File: src/rtl/ram_block_reader.sv
// Drain-side reader for the ping-pong sample buffer: pulls one block of DEPTH samples,
// forwards them through a 2-entry registered FIFO as a framed stream and reports the block peak |x|.
module ram_block_reader #(
  parameter int WIDTH     = 32,
  parameter int DEPTH     = 16,
  parameter int CNT_WIDTH = $clog2(DEPTH + 1)
) (
  input  logic             clk_i,
  input  logic             rst_ni,
  input  logic             buf_ready_i,
  input  logic [WIDTH-1:0] rd_data_i,
  input  logic             rd_valid_i,
  output logic             rd_ready_o,
  output logic [WIDTH-1:0] m_data_o,
  output logic             m_valid_o,
  input  logic             m_ready_i,
  output logic             m_first_o,
  output logic             m_last_o,
  output logic [WIDTH-1:0] peak_o,
  output logic             peak_valid_o,
  output logic             busy_o,
  output logic             overrun_o
);

  typedef enum logic [1:0] {
    S_IDLE  = 2'd0,
    S_DRAIN = 2'd1,
    S_FLUSH = 2'd2,
    S_DONE  = 2'd3
  } state_t;

  state_t               r_state;
  state_t               w_next;
  logic [CNT_WIDTH-1:0] r_cnt;
  logic [WIDTH-1:0]     r_acc;
  logic [WIDTH-1:0]     r_peak;
  logic                 r_overrun;
  logic [1:0]           r_fcnt;
  logic [WIDTH-1:0]     r_head_d;
  logic                 r_head_f;
  logic                 r_head_l;
  logic [WIDTH-1:0]     r_tail_d;
  logic                 r_tail_f;
  logic                 r_tail_l;
  logic                 w_rd_acc;
  logic                 w_pop;
  logic                 w_in_first;
  logic                 w_in_last;
  logic [WIDTH-1:0]     w_mag;

  // Two's complement magnitude; the most negative value wraps to 2^(WIDTH-1) as an unsigned result.
  function automatic logic [WIDTH-1:0] abs_mag(input logic [WIDTH-1:0] x);
    if (x[WIDTH-1]) begin
      return (~x) + WIDTH'(1);
    end else begin
      return x;
    end
  endfunction

  assign w_rd_acc   = rd_valid_i & rd_ready_o;
  assign w_pop      = m_valid_o & m_ready_i;
  assign w_in_first = (r_cnt == CNT_WIDTH'(0));
  assign w_in_last  = (r_cnt == CNT_WIDTH'(DEPTH - 1));
  assign w_mag      = abs_mag(rd_data_i);

  // State register
  always_ff @(posedge clk_i or negedge rst_ni) begin
    if (!rst_ni) begin
      r_state <= S_IDLE;
    end else begin
      r_state <= w_next;
    end
  end

  // Next-state logic
  always_comb begin
    w_next = r_state;
    case (r_state)
      S_IDLE:  if (buf_ready_i) w_next = S_DRAIN; else w_next = S_IDLE;
      S_DRAIN: if (w_rd_acc && w_in_last) w_next = S_FLUSH; else w_next = S_DRAIN;
      S_FLUSH: if (r_fcnt == 2'd0) w_next = S_DONE; else w_next = S_FLUSH;
      S_DONE:  w_next = S_IDLE;
      default: w_next = S_IDLE;
    endcase
  end

  // FSM outputs; rd_ready_o depends only on registers so m_ready_i never reaches it combinationally
  always_comb begin
    rd_ready_o   = 1'b0;
    busy_o       = 1'b1;
    peak_valid_o = 1'b0;
    case (r_state)
      S_IDLE:  busy_o       = 1'b0;
      S_DRAIN: rd_ready_o   = (r_fcnt < 2'd2);
      S_FLUSH: rd_ready_o   = 1'b0;
      S_DONE:  peak_valid_o = 1'b1;
      default: busy_o       = 1'b0;
    endcase
  end

  // Sample counter, running peak and the published peak (loaded as DONE is entered)
  always_ff @(posedge clk_i or negedge rst_ni) begin
    if (!rst_ni) begin
      r_cnt  <= '0;
      r_acc  <= '0;
      r_peak <= '0;
    end else begin
      if (r_state == S_IDLE && buf_ready_i) begin
        r_cnt <= '0;
        r_acc <= '0;
      end else if (w_rd_acc) begin
        r_cnt <= r_cnt + CNT_WIDTH'(1);
        if (w_mag > r_acc) r_acc <= w_mag;
      end
      if (r_state == S_FLUSH && r_fcnt == 2'd0) r_peak <= r_acc;
    end
  end

  // Overrun flag: a buffer-ready pulse arriving while a block is still in progress
  always_ff @(posedge clk_i or negedge rst_ni) begin
    if (!rst_ni) begin
      r_overrun <= 1'b0;
    end else begin
      r_overrun <= buf_ready_i & (r_state != S_IDLE);
    end
  end

  // Output FIFO: head is the registered output stage, tail only fills while the head is stalled
  always_ff @(posedge clk_i or negedge rst_ni) begin
    if (!rst_ni) begin
      r_fcnt   <= 2'd0;
      r_head_d <= '0;
      r_head_f <= 1'b0;
      r_head_l <= 1'b0;
      r_tail_d <= '0;
      r_tail_f <= 1'b0;
      r_tail_l <= 1'b0;
    end else begin
      case (r_fcnt)
        2'd0: begin
          if (w_rd_acc) begin
            r_head_d <= rd_data_i;
            r_head_f <= w_in_first;
            r_head_l <= w_in_last;
            r_fcnt   <= 2'd1;
          end
        end
        2'd1: begin
          if (w_rd_acc && w_pop) begin
            r_head_d <= rd_data_i;
            r_head_f <= w_in_first;
            r_head_l <= w_in_last;
          end else if (w_rd_acc) begin
            r_tail_d <= rd_data_i;
            r_tail_f <= w_in_first;
            r_tail_l <= w_in_last;
            r_fcnt   <= 2'd2;
          end else if (w_pop) begin
            r_fcnt <= 2'd0;
          end
        end
        2'd2: begin
          if (w_pop) begin
            r_head_d <= r_tail_d;
            r_head_f <= r_tail_f;
            r_head_l <= r_tail_l;
            r_fcnt   <= 2'd1;
          end
        end
        default: r_fcnt <= 2'd0;
      endcase
    end
  end

  assign m_valid_o = (r_fcnt != 2'd0);
  assign m_data_o  = r_head_d;
  assign m_first_o = r_head_f;
  assign m_last_o  = r_head_l;
  assign peak_o    = r_peak;
  assign overrun_o = r_overrun;

endmodule
File: config.mk
export PLATFORM = sky130hd
export DESIGN_NAME = ram_block_reader
export DESIGN_NICKNAME = d
export VERILOG_FILES = /design/src/rtl/ram_block_reader.sv
export SDC_FILE = /design/constraint.sdc
export NUM_CORES = 1
export LEC_CHECK = 0
export BUFFER_PORTS_ARGS = -buffer_cell sky130_fd_sc_hd__buf_2
export CORE_ASPECT_RATIO = 0.6
export CORE_MARGIN = 5
export CORE_UTILIZATION = 30
export CTS_CLUSTER_SIZE = 24
export DETAILED_ROUTE_END_ITERATION = 6
export RECOVER_POWER = 100
export SETUP_SLACK_MARGIN = 0.02
export SLEW_MARGIN = 20
export SYNTH_ARGS = -nofsm -noshare
export SYNTH_HDL_FRONTEND = slang
export SYNTH_SLANG_ARGS = --single-unit
File: constraint.sdc
create_clock -name clk_i -period 4.6 [get_ports clk_i]
set_clock_uncertainty 0.15 [all_clocks]
set_input_delay 0.92 -clock clk_i [delete_from_list [all_inputs] [get_ports clk_i]]
set_output_delay 0.92 -clock clk_i [all_outputs]
set_load 0.02 [all_outputs]
==> results of run 1 <==
-- Yosys cell counts, drive strengths merged, types with 2 or more instances --
cell and count:
dfrtp 142, mux2 94, nand2 57, o21ai 52, nor2 41, inv 39, ha 36, mux2i 32
xnor2 29, clkbuf 24, a21oi 18, o31ai 10, or4 10, nand4 7, buf 5, nand2b 5
nor4 5, or3 5, and2 3, nand3 3, nor2b 3, o41ai 3, xor2 3, a211oi 2
a21o 2, nor3b 2, o211ai 2, o22ai 2
-- kinds of logic after synthesis --
kind of cell / Yosys count / share of synthesized area
and+or+nand+nor: 146 / 0.0971
DFF: 142 / 0.490
muxes: 126 / 0.190
AOI/OAI and AO/OA: 100 / 0.0874
buffers and inverters: 68 / 0.0352
adders and majority gates: 36 / 0.0621
xor gates and xnor gates: 32 / 0.0386
-- layer usage --
layer,part of all wire,vias up
met5,0,-
met1,0.50,2563
met4,0.0079,0
met2,0.44,117
met3,0.056,15
li1,-,2606
-- timing repair --
item / 4_1_cts / 5_1_grt
endpoints found under the setup margin: 32 / 32
pin swaps: 3 / 3
resized for setup: 21 / 7
cloned: 1 / 2
buffers inserted: 4 / 1
-- worst max-delay path, cell delays in order --
cell,delay [ps]
buf_6,90
or4_4,560
or4_4,580
or4_4,510
o31ai_4,280
xnor2_2,150
ha_1,260
nand4_1,180
o21bai_1,130
a221oi_2,260
nand2_1,90
o211ai_1,230
buf_4,210
buf_6,160
mux2_2,330
-- layout make-up --
cell class	instances	area [sq um]
inverter	39	146
timing repair buffer	169	952
tap	322	403
sequential	142	3550
fill	2425	14700
clock buffer	19	443
clock inverter	13	236
multi-input combinational	440	3580
-- flip-flops by register name, summed over array words and instances, names as in the netlist, named ones only --
name       cells
r_fcnt         2
r_acc         32
r_cnt          5
r_tail_f       1
r_state        1
m_last_o       1
r_tail_d      32
overrun_o      1
r_tail_l       1
m_data_o      32
m_first_o      1
peak_o        32
-- power by group through the flow --
stage                     Combinational (mW)  Clock (mW)  Sequential [mW]
after floorplan                         1.33           0             2.23
after CTS                               2.32        1.64             2.05
final                                   2.29        1.60             2.06
after detailed placement                2.22           0             2.07
after global routing                    2.57        1.70             2.12
after global placement                  2.18           0             2.05
-- how the worst max path moves through the flow --
stage,from,endpoint,slack [ps],cells past startpoint
floorplan,rd_data_i[14],r_acc[10],-290,13
global placement,rd_data_i[14],r_acc[27],-630,14
detailed placement,rd_data_i[14],r_acc[22],-680,14
CTS,rd_data_i[10],r_acc[13],-110,15
global route,rd_data_i[11],r_acc[13],-380,15
finish,rd_data_i[10],r_acc[16],-170,15
-- per-stage QoR --
stage                     area (sq um)  total power [mW]
after floorplan                   7290              3.56
after global placement            8570              4.23
after detailed placement          8570              4.29
after CTS                         9370              6.01
after global routing              9310              6.39
final                             9310              5.95
==> PnR_summary.wiki, run 1 <==
{| class="wikitable"
! Metric !! Value
|-
| Library cell with the largest summed area after synthesis || dfrtp_1
|-
| GPL Wtd Cong || between 0.8 and 0.9
|-
| Starting density of the core || 0.302
|-
| PnR worst setup slack || -167 ps
|-
| Final routed wirelength across all metal layers || roughly 19000 um
|-
| Number of buffers on the longest clock path || 2
|-
| F_max || between 200 and 250 MHz
|-
| Global router's overall resource usage || 0.142
|-
| Net load switching power || roughly 2.1 mW
|-
| Count of buffers inserted at the top-level ports || between 100 and 150
|-
| Placed wire-length estimate || 13700 um
|-
| Routing usage on met2 || 0.217
|-
| Post-Route Setup TNS || -4340 ps
|-
| Prevailing post-synth register cell || dfrtp_1
|-
| Area delta synth->final || 28.3%
|-
| Path depth of the worst reg2reg path || 5
|-
| Number of flops mapped to enable cells by yosys || 0
|-
| Sequential area share after synthesis || 0.490
|-
| Register-to-register path setup slack || approximately 860 ps
|-
| TritonCTS clock tree || built
|-
| Fraction of synthesized cell area taken by the top area cell type || 0.490
|-
| Least-Margin Pin Slew || between 2000 and 2500 ps
|-
| Synthesis warning total || 0
|-
| Largest net degree at the start of global routing || 94
|-
| GR Util met3 || 0.0334
|-
| IR Drop Worst-Case VDD || 266 uV
|-
| Top Usage Layer GRT || met2
|-
| Part of the power in combinational logic || 0.385
|-
| Wirelength per Cell || between 15 and 20 um
|-
| Mean instance size in the synthesized netlist || 11.2 sq um
|-
| Number of hold buffers added after CTS || 0
|-
| Net count of the finished layout || 882
|-
| Startpoint type of the worst setup path || input pin
|-
| Ys async rst share || 1.00
|-
| Most used cells in the layout excluding fill and tap cells || dfrtp_1 (142), mux2_2 (80), clkbuf_1 (73)
|-
| Antenna Violating Nets Remaining || 0
|-
| Kind of path behind the tightest hold check || flop to flop
|-
| RSZ-0062 raised after global routing || true
|-
| Setup slack after placement || -680 ps
|-
| Origin of the worst min-delay path || m_data_o[0]
|-
| Rel. slew slack || -0.593
|-
| Hold violation total from the final report || 0
|-
| Clock slew at the register clock pins of the worst setup and hold paths || 60 ps
|-
| Synth unique cells || 47
|-
| Reg-to-reg startpoint || r_state[0]
|-
| Capture point of the worst reg-to-reg path || m_data_o[5]
|-
| H-Tree Level Count || 4
|-
| First-pass GRT wire length || just over 30000 um
|-
| Vertical die dimension || between 100 and 150 um
|-
| Result of the run || complete, but fails checks
|-
| Aggregate global routing overflow || 0
|-
| X dimension of the die || ~210 um
|-
| Root buffer cell || clkbuf_16
|-
| Top cells by area in the synthesized netlist || dfrtp_1 (49%), mux2_2 (15%), ha_1 (6.2%)
|-
| Leakage Power || 4.06 nW
|-
| Number of instances on the worst hold path || 2
|-
| Final Max Tran Viols || roughly 190
|-
| Most common library cell in the layout ignoring fill and taps || dfrtp_1
|-
| Violations in the final reports || max-capacitance violations, max-slew violations, negative setup slack
|-
| Share of power burned in registers || 0.345
|-
| Share of the clock period used by the worst path after layout || 1.04
|-
| Util after Layout || 0.388
|-
| Data required, critical path || ~4800 ps
|-
| Worst hold slack across all endpoints || ~330 ps
|-
| Critical Path End Type || flop
|-
| Iteration-0 DRC count of the detailed router || approximately 320
|-
| Clk sink count || about 140
|-
| Core footprint || 24000 sq um
|-
| Number of antenna violations at the first check in global routing || 0
|-
| Num ports || 108
|-
| Core Rows || 44
|-
| P per Cell Area || between 600 and 700 nW/um^2
|-
| Post-synthesis register bit count || 142
|-
| Final critical delay including setup and external delays || approximately 4800 ps
|-
| Class of the most critical setup path || input pin to flop
|-
| Sw frac || 0.360
|-
| Post-route DRC violation count || 0
|-
| Antenna Diode Count || 0
|-
| Max Fanout on Critical Path || 5
|-
| Relative contribution of the clock network to total power || 0.269
|-
| Number of global-route vias before repair || 5348
|-
| DRT Pass-1 Iters || 4
|-
| Die area || 27500 sq um
|-
| Number of placed instances, taps included || roughly 1100
|-
| Fraction of final layout cells with drive strength greater than 1 || 0.296
|-
| CTS buffer count || 17
|-
| Area of the mapped netlist || 7260 sq um
|-
| Internal power || around 3.8 mW
|-
| Total of max-cap violations || 4
|-
| Skew-Pair Late Insertion Delay || 430 ps
|-
| Net count after synthesis || ~720
|-
| Total via count after detailed routing || approximately 5300
|-
| Worst Path Arrival || roughly 4900 ps
|-
| Final std cells w/o fill || approximately 1100
|-
| Detail-routed via count per cell || about 4.6
|-
| Met1 track utilization from global routing || 0.205
|-
| Worst Hold Endpoint || m_data_o[0]
|-
| Final setup viols || 31
|-
| Number of instances in the synthesized netlist || between 600 and 700
|}
Power figures use the tool's default switching activity.
==> run 2: changes to the inputs <==
Settings changed: BUFFER_PORTS_ARGS -buffer_cell sky130_fd_sc_hd__buf_2 to unset, DONT_BUFFER_PORTS set to 1.
==> run 2 against run 1 <==
The flow still finishes with violations (max-capacitance violations, max-slew violations, negative setup slack). Worst hold slack lost 300 ps. Combinational power is 22% lower. First-iteration DRC count is 34% lower. Global-route usage shrank 0.59 points. Critical path type unchanged. Largest cell class unchanged. Highest routed layer unchanged.
==> PnR_summary.wiki, run 2 (synthesis results as in run 1) <==
{| class="wikitable"
! Metric !! Value
|-
| Antenna Violating Nets Remaining || 0
|-
| Total via count after detailed routing || slightly below 5000
|-
| Fraction of final layout cells with drive strength greater than 1 || 0.262
|-
| Detail-routed via count per cell || between 4 and 5
|-
| Class of the most critical setup path || input pin to flop
|-
| Area delta synth->final || 18.2%
|-
| Final Max Tran Viols || 62
|-
| Critical Path Most Common Cell || or4_4
|-
| Antenna Diode Count || 0
|-
| Aggregate global routing overflow || 0
|-
| PnR worst setup slack || -103 ps
|-
| F_max || between 200 and 250 MHz
|-
| Leakage Power || roughly 3.7 nW
|-
| DRT Pass-1 Iters || 4
|-
| Kind of path behind the tightest hold check || input pin to asynchronous set/reset pin
|-
| Max Fanout on Critical Path || 7
|-
| Die area || around 28000 sq um
|-
| Skew-Pair Late Insertion Delay || around 430 ps
|-
| Number of antenna violations at the first check in global routing || 0
|-
| Rel. slew slack || -0.266
|-
| CP Launch Point || rd_data_i[10]
|-
| Net count of the finished layout || ~750
|-
| Share of the clock period used by the worst path after layout || 1.02
|-
| Critical-path cell with the highest stage delay || or4_4
|-
| Total of max-cap violations || 2
|-
| Vertical die dimension || ~130 um
|-
| Peak per-stage delay on the critical path || just under 600 ps
|-
| Iteration-0 DRC count of the detailed router || between 200 and 250
|-
| Reg-to-reg startpoint || r_state[0]
|-
| Global router's overall resource usage || 0.136
|-
| Most used cells in the layout excluding fill and tap cells || dfrtp_1 (142), mux2_2 (81), nand2_1 (56)
|-
| Buffers and inverters on the worst path || 2
|-
| Overall power consumption || between 5 and 6 mW
|-
| Number of global-route vias before repair || between 4000 and 5000
|-
| Data required, critical path || around 4800 ps
|-
| TritonCTS clock tree || built
|-
| H-Tree Level Count || 4
|-
| GPL Wtd Cong || ~0.77
|-
| Final routed wirelength across all metal layers || 18100 um
|-
| Root buffer cell || clkbuf_16
|-
| Final critical delay including setup and external delays || around 4700 ps
|-
| Clock slew at the register clock pins of the worst setup and hold paths || approximately 60 ps
|-
| CTS buffer count || 17
|-
| Family of cells with the greatest summed delay on the critical path || simple AND/OR/NAND/NOR gates
|-
| Starting density of the core || 0.302
|-
| Largest net degree at the start of global routing || about 140
|-
| IR Drop Worst-Case VDD || 244 uV
|-
| Core Rows || 44
|-
| Num ports || roughly 110
|-
| Result of the run || complete, but fails checks
|-
| Placed wire-length estimate || roughly 13000 um
|-
| Sequence of cells on the critical path || or4_4, or4_4, or4_4, o31ai_4, xnor2_1, ha_1, nand4_1, o21bai_1, a221oi_2, nand2_1, o211ai_1, buf_4, clkbuf_16, mux2_2
|-
| Number of buffers on the longest clock path || 2
|-
| Count of buffers inserted at the top-level ports || 0
|-
| Most common library cell in the layout ignoring fill and taps || dfrtp_1
|-
| Critical Path End Type || flop
|-
| X dimension of the die || roughly 210 um
|-
| RSZ-0062 raised after global routing || true
|-
| P per Cell Area || ~630 nW/um^2
|-
| Core footprint || approximately 24000 sq um
|-
| Clk sink count || between 100 and 150
|-
| Worst Path Arrival || 4870 ps
|-
| First-pass GRT wire length || about 29000 um
|-
| Worst hold slack across all endpoints || ~32 ps
|-
| Wirelength per Cell || between 15 and 20 um
|-
| Hold violation total from the final report || 0
|-
| Post-route DRC violation count || 0
|-
| Least-Margin Pin Slew || about 1900 ps
|-
| Startpoint type of the worst setup path || input pin
|-
| Violations in the final reports || max-capacitance violations, max-slew violations, negative setup slack
|-
| Final setup viols || 31
|}
run 2: cell count changes in the layout (fill, tap and decap cells not counted), sizes merged:
cell | before | now
bufinv | 6 | 2
clkbuf | 95 | 25
inv | 40 | 39
clkinvlp | 1 | 2
buf | 93 | 34
clkinv | 5 | 4
run 2: area by class of cell:
cell class	count	area, sq um
fillers	2428	15400
multi-input cells	440	3610
flip-flops and latches	142	3550
clock buffers	21	440
well taps	322	403
repair buffers	38	327
inverters	39	146
clock inverters	8	95.1
run 2: worst paths after layout:
path,to,cells after the start,slack [ps]
setup / recovery,r_acc[2],14,-100
hold / removal,m_data_o[31],0,30
setup reg to reg,m_first_o,5,770
hold reg to reg,r_tail_d[0],2,330
max in group asynchronous,peak_o[10],0,4090
min in group clk_i,r_tail_d[0],2,330
run 2: routing by layer:
metal | part of all wire | routed length (um) | global-route usage
met3 | 0.089 | 1610 | 0.0561
met1 | 0.48 | 8680 | 0.186
met5 | 0 | 0 | 0
met2 | 0.42 | 7570 | 0.197
met4 | 0.013 | 229 | 0.0423
run 2: what timing repair did:
action / CTS / global route
hold buffers: 0 / 0
buffers inserted: 2 / 2
resized for setup: 4 / 22
cloned: 1 / 1
setup endpoints to repair: 31 / 32
pin swaps: 2 / 4
run 2: report_power, final:
part / leakage (nW) / switching [mW] / total (mW) / internal [mW]
clock: 0.258 / 0.520 / 1.30 / 0.783
sequential: 1.69 / 0.577 / 2.34 / 1.76
combinational: 1.72 / 0.880 / 1.78 / 0.896
run 2: worst reg2reg max path, cell delays in order (launching register included):
cell and delay, ps:
dfrtp_1 410, nor3b_1 250, and2_0 430, o22ai_1 1430, clkbuf_2 770, o21ai_0 230
run 2: metrics by stage:
stage                      util  setup slack (ps)  setup TNS [ps]  cell area (sq um)  instances
after floorplan               -              -288           -8430               7290        650
after global placement    0.327              -492          -15160               7850        975
after detailed placement  0.327              -564          -17110               7850        975
after CTS                 0.352             -15.2            -143               8450       1007
after global routing      0.357              -189           -5240               8570       1010
final                     0.357              -103           -2290               8570       1010
==> run 3: changes to the inputs <==
Settings changed: CORE_UTILIZATION 30 to 40.
==> run 3 against run 2 <==
The run still ends with max-capacitance violations, max-slew violations, negative setup slack left. Sequential power hardly changed. Combinational power rose by 6%. Cell count is 8.4% lower. Register-to-register slack better by 460 ps. Worst hold slack better by 16 ps. Highest routed layer unchanged.
==> PnR_summary.wiki, run 3 (synthesis results as in run 1) <==
{| class="wikitable"
! Metric !! Value
|-
| Result of the run || complete, but fails checks
|-
| Violations in the final reports || max-capacitance violations, max-slew violations, negative setup slack
|-
| PnR worst setup slack || -84.1 ps
|-
| Aggregate global routing overflow || 0
|-
| First-pass GRT wire length || between 20000 and 30000 um
|-
| Total of max-cap violations || 1
|-
| Hold violation total from the final report || 0
|-
| Die area || roughly 21000 sq um
|-
| Detail-routed via count per cell || 5.32
|-
| Critical Path End Type || flop
|-
| RSZ-0062 raised after global routing || true
|-
| Num ports || around 110
|-
| Data required, critical path || around 4800 ps
|-
| Number of antenna violations at the first check in global routing || 0
|-
| Number of buffers on the longest clock path || 2
|-
| Largest net degree at the start of global routing || 143
|-
| Class of the most critical setup path || input pin to flop
|-
| Antenna Diode Count || 0
|-
| Worst Path Arrival || 4840 ps
|-
| DRT Pass-1 Iters || 4
|-
| Critical-path cell with the highest stage delay || or4_4
|-
| Starting density of the core || 0.405
|-
| Peak per-stage delay on the critical path || 560 ps
|-
| Final routed wirelength across all metal layers || ~18000 um
|-
| Family of cells with the greatest summed delay on the critical path || simple AND/OR/NAND/NOR gates
|-
| F_max || 213 MHz
|-
| Rel. slew slack || -0.190
|-
| H-Tree Level Count || 4
|-
| Least-Margin Pin Slew || roughly 1800 ps
|-
| Wirelength per Cell || approximately 20 um
|-
| Clk sink count || between 100 and 150
|-
| Root buffer cell || clkbuf_16
|-
| Most used cells in the layout excluding fill and tap cells || dfrtp_1 (142), mux2_2 (71), nand2_1 (56)
|-
| Setup slack after placement || -482 ps
|-
| P per Cell Area || approximately 670 nW/um^2
|-
| Share of the clock period used by the worst path after layout || 1.02
|-
| Buffers and inverters on the worst path || 2
|-
| Antenna Violating Nets Remaining || 0
|-
| Post-route DRC violation count || 0
|-
| Startpoint type of the worst setup path || input pin
|-
| GPL Wtd Cong || 0.824
|-
| Count of buffers inserted at the top-level ports || 0
|-
| Core Rows || 38
|-
| Fraction of final layout cells with drive strength greater than 1 || 0.263
|-
| Kind of path behind the tightest hold check || input pin to asynchronous set/reset pin
|-
| # fillers || about 1500
|-
| Worst hold slack across all endpoints || about 48 ps
|-
| Most common library cell in the layout ignoring fill and taps || dfrtp_1
|-
| Area delta synth->final || 18.0%
|-
| Number of global-route vias before repair || slightly above 5000
|-
| Sequence of cells on the critical path || or4_4, or4_4, or4_4, o31ai_4, xnor2_2, ha_1, nand4_1, o21bai_1, a221oi_2, nand2_1, o211ai_1, buf_4, buf_8, mux2_2
|-
| Total via count after detailed routing || a little under 5000
|-
| Skew-Pair Late Insertion Delay || ~420 ps
|-
| Iteration-0 DRC count of the detailed router || 296
|-
| Vertical die dimension || between 100 and 150 um
|-
| Placed wire-length estimate || around 13000 um
|-
| Max Fanout on Critical Path || 10
|-
| Final Max Tran Viols || 34
|-
| Critical Path Most Common Cell || or4_4
|-
| Net count of the finished layout || roughly 750
|-
| Global router's overall resource usage || 0.176
|-
| X dimension of the die || around 180 um
|-
| Clock slew at the register clock pins of the worst setup and hold paths || 60 ps
|-
| Final setup viols || 31
|-
| Final critical delay including setup and external delays || between 4000 and 5000 ps
|-
| Core footprint || about 18000 sq um
|-
| IR Drop Worst-Case VDD || 277 uV
|-
| TritonCTS clock tree || built
|-
| CTS buffer count || 17
|-
| Leakage Power || 3.73 nW
|}
## run 3: path summary, 6_finish.rpt
check | slack (ps) | end | cells after the start | startpoint
max | -80 | r_acc[14] | 14 | rd_data_i[10]
min | 50 | peak_o[31] | 0 | rst_ni
max reg2reg | 1230 | r_tail_d[14] | 5 | r_fcnt[1]
min reg2reg | 330 | r_tail_d[0] | 2 | r_tail_d[0]
max in group asynchronous | 3960 | r_acc[14] | 0 | rst_ni
min in group clk_i | 330 | r_tail_d[0] | 2 | r_tail_d[0]
## run 3: area by class of cell
| type | instances | area, sq um | share of cell area |
|---|---|---|---|
| multi-input cells | 440 | 3640 | 0.425 |
| inverters | 39 | 146 | 0.0171 |
| flip-flops and latches | 142 | 3550 | 0.415 |
| repair buffers | 35 | 304 | 0.0355 |
| well taps | 240 | 300 | 0.0351 |
| clock buffers | 23 | 488 | 0.0570 |
| clock inverters | 6 | 133 | 0.0155 |
## run 3: metal layers
metal,track usage,share of wire,vias up
met1,0.257,0.49,2438
met4,0.0419,0.012,0
met2,0.244,0.42,132
met3,0.0714,0.084,16
met5,0,0,-
li1,-,-,2334
## run 3: what timing repair did
item | CTS | global route
pin swaps | 5 | 5
hold buffers | 0 | 0
setup buffers | 3 | 3
endpoints found under the hold margin | 0 | 0
endpoints found under the setup margin | 19 | 32
cloned | 1 | 1
resized for setup | 10 | 33
## run 3: report_power, final
| part | internal [mW] | switching (mW) |
|---|---|---|
| clock | 0.956 | 0.515 |
| combinational | 0.953 | 0.925 |
| sequential | 1.76 | 0.594 |
| total | 3.67 | 2.03 |
## run 3: per-stage QoR
| stage | cells | area, sq um | util | power [mW] | setup TNS (ps) |
|---|---|---|---|---|---|
| CTS | 922 | 8400 | 0.469 | 5.58 | 0 |
| floorplan | 650 | 7290 | - | 3.56 | -8430 |
| global placement | 889 | 7710 | 0.430 | 3.93 | -12710 |
| finish | 925 | 8560 | 0.478 | 5.71 | -1760 |
| global route | 925 | 8560 | 0.478 | 6.09 | -6940 |
| detailed placement | 889 | 7710 | 0.430 | 4.04 | -13870 |
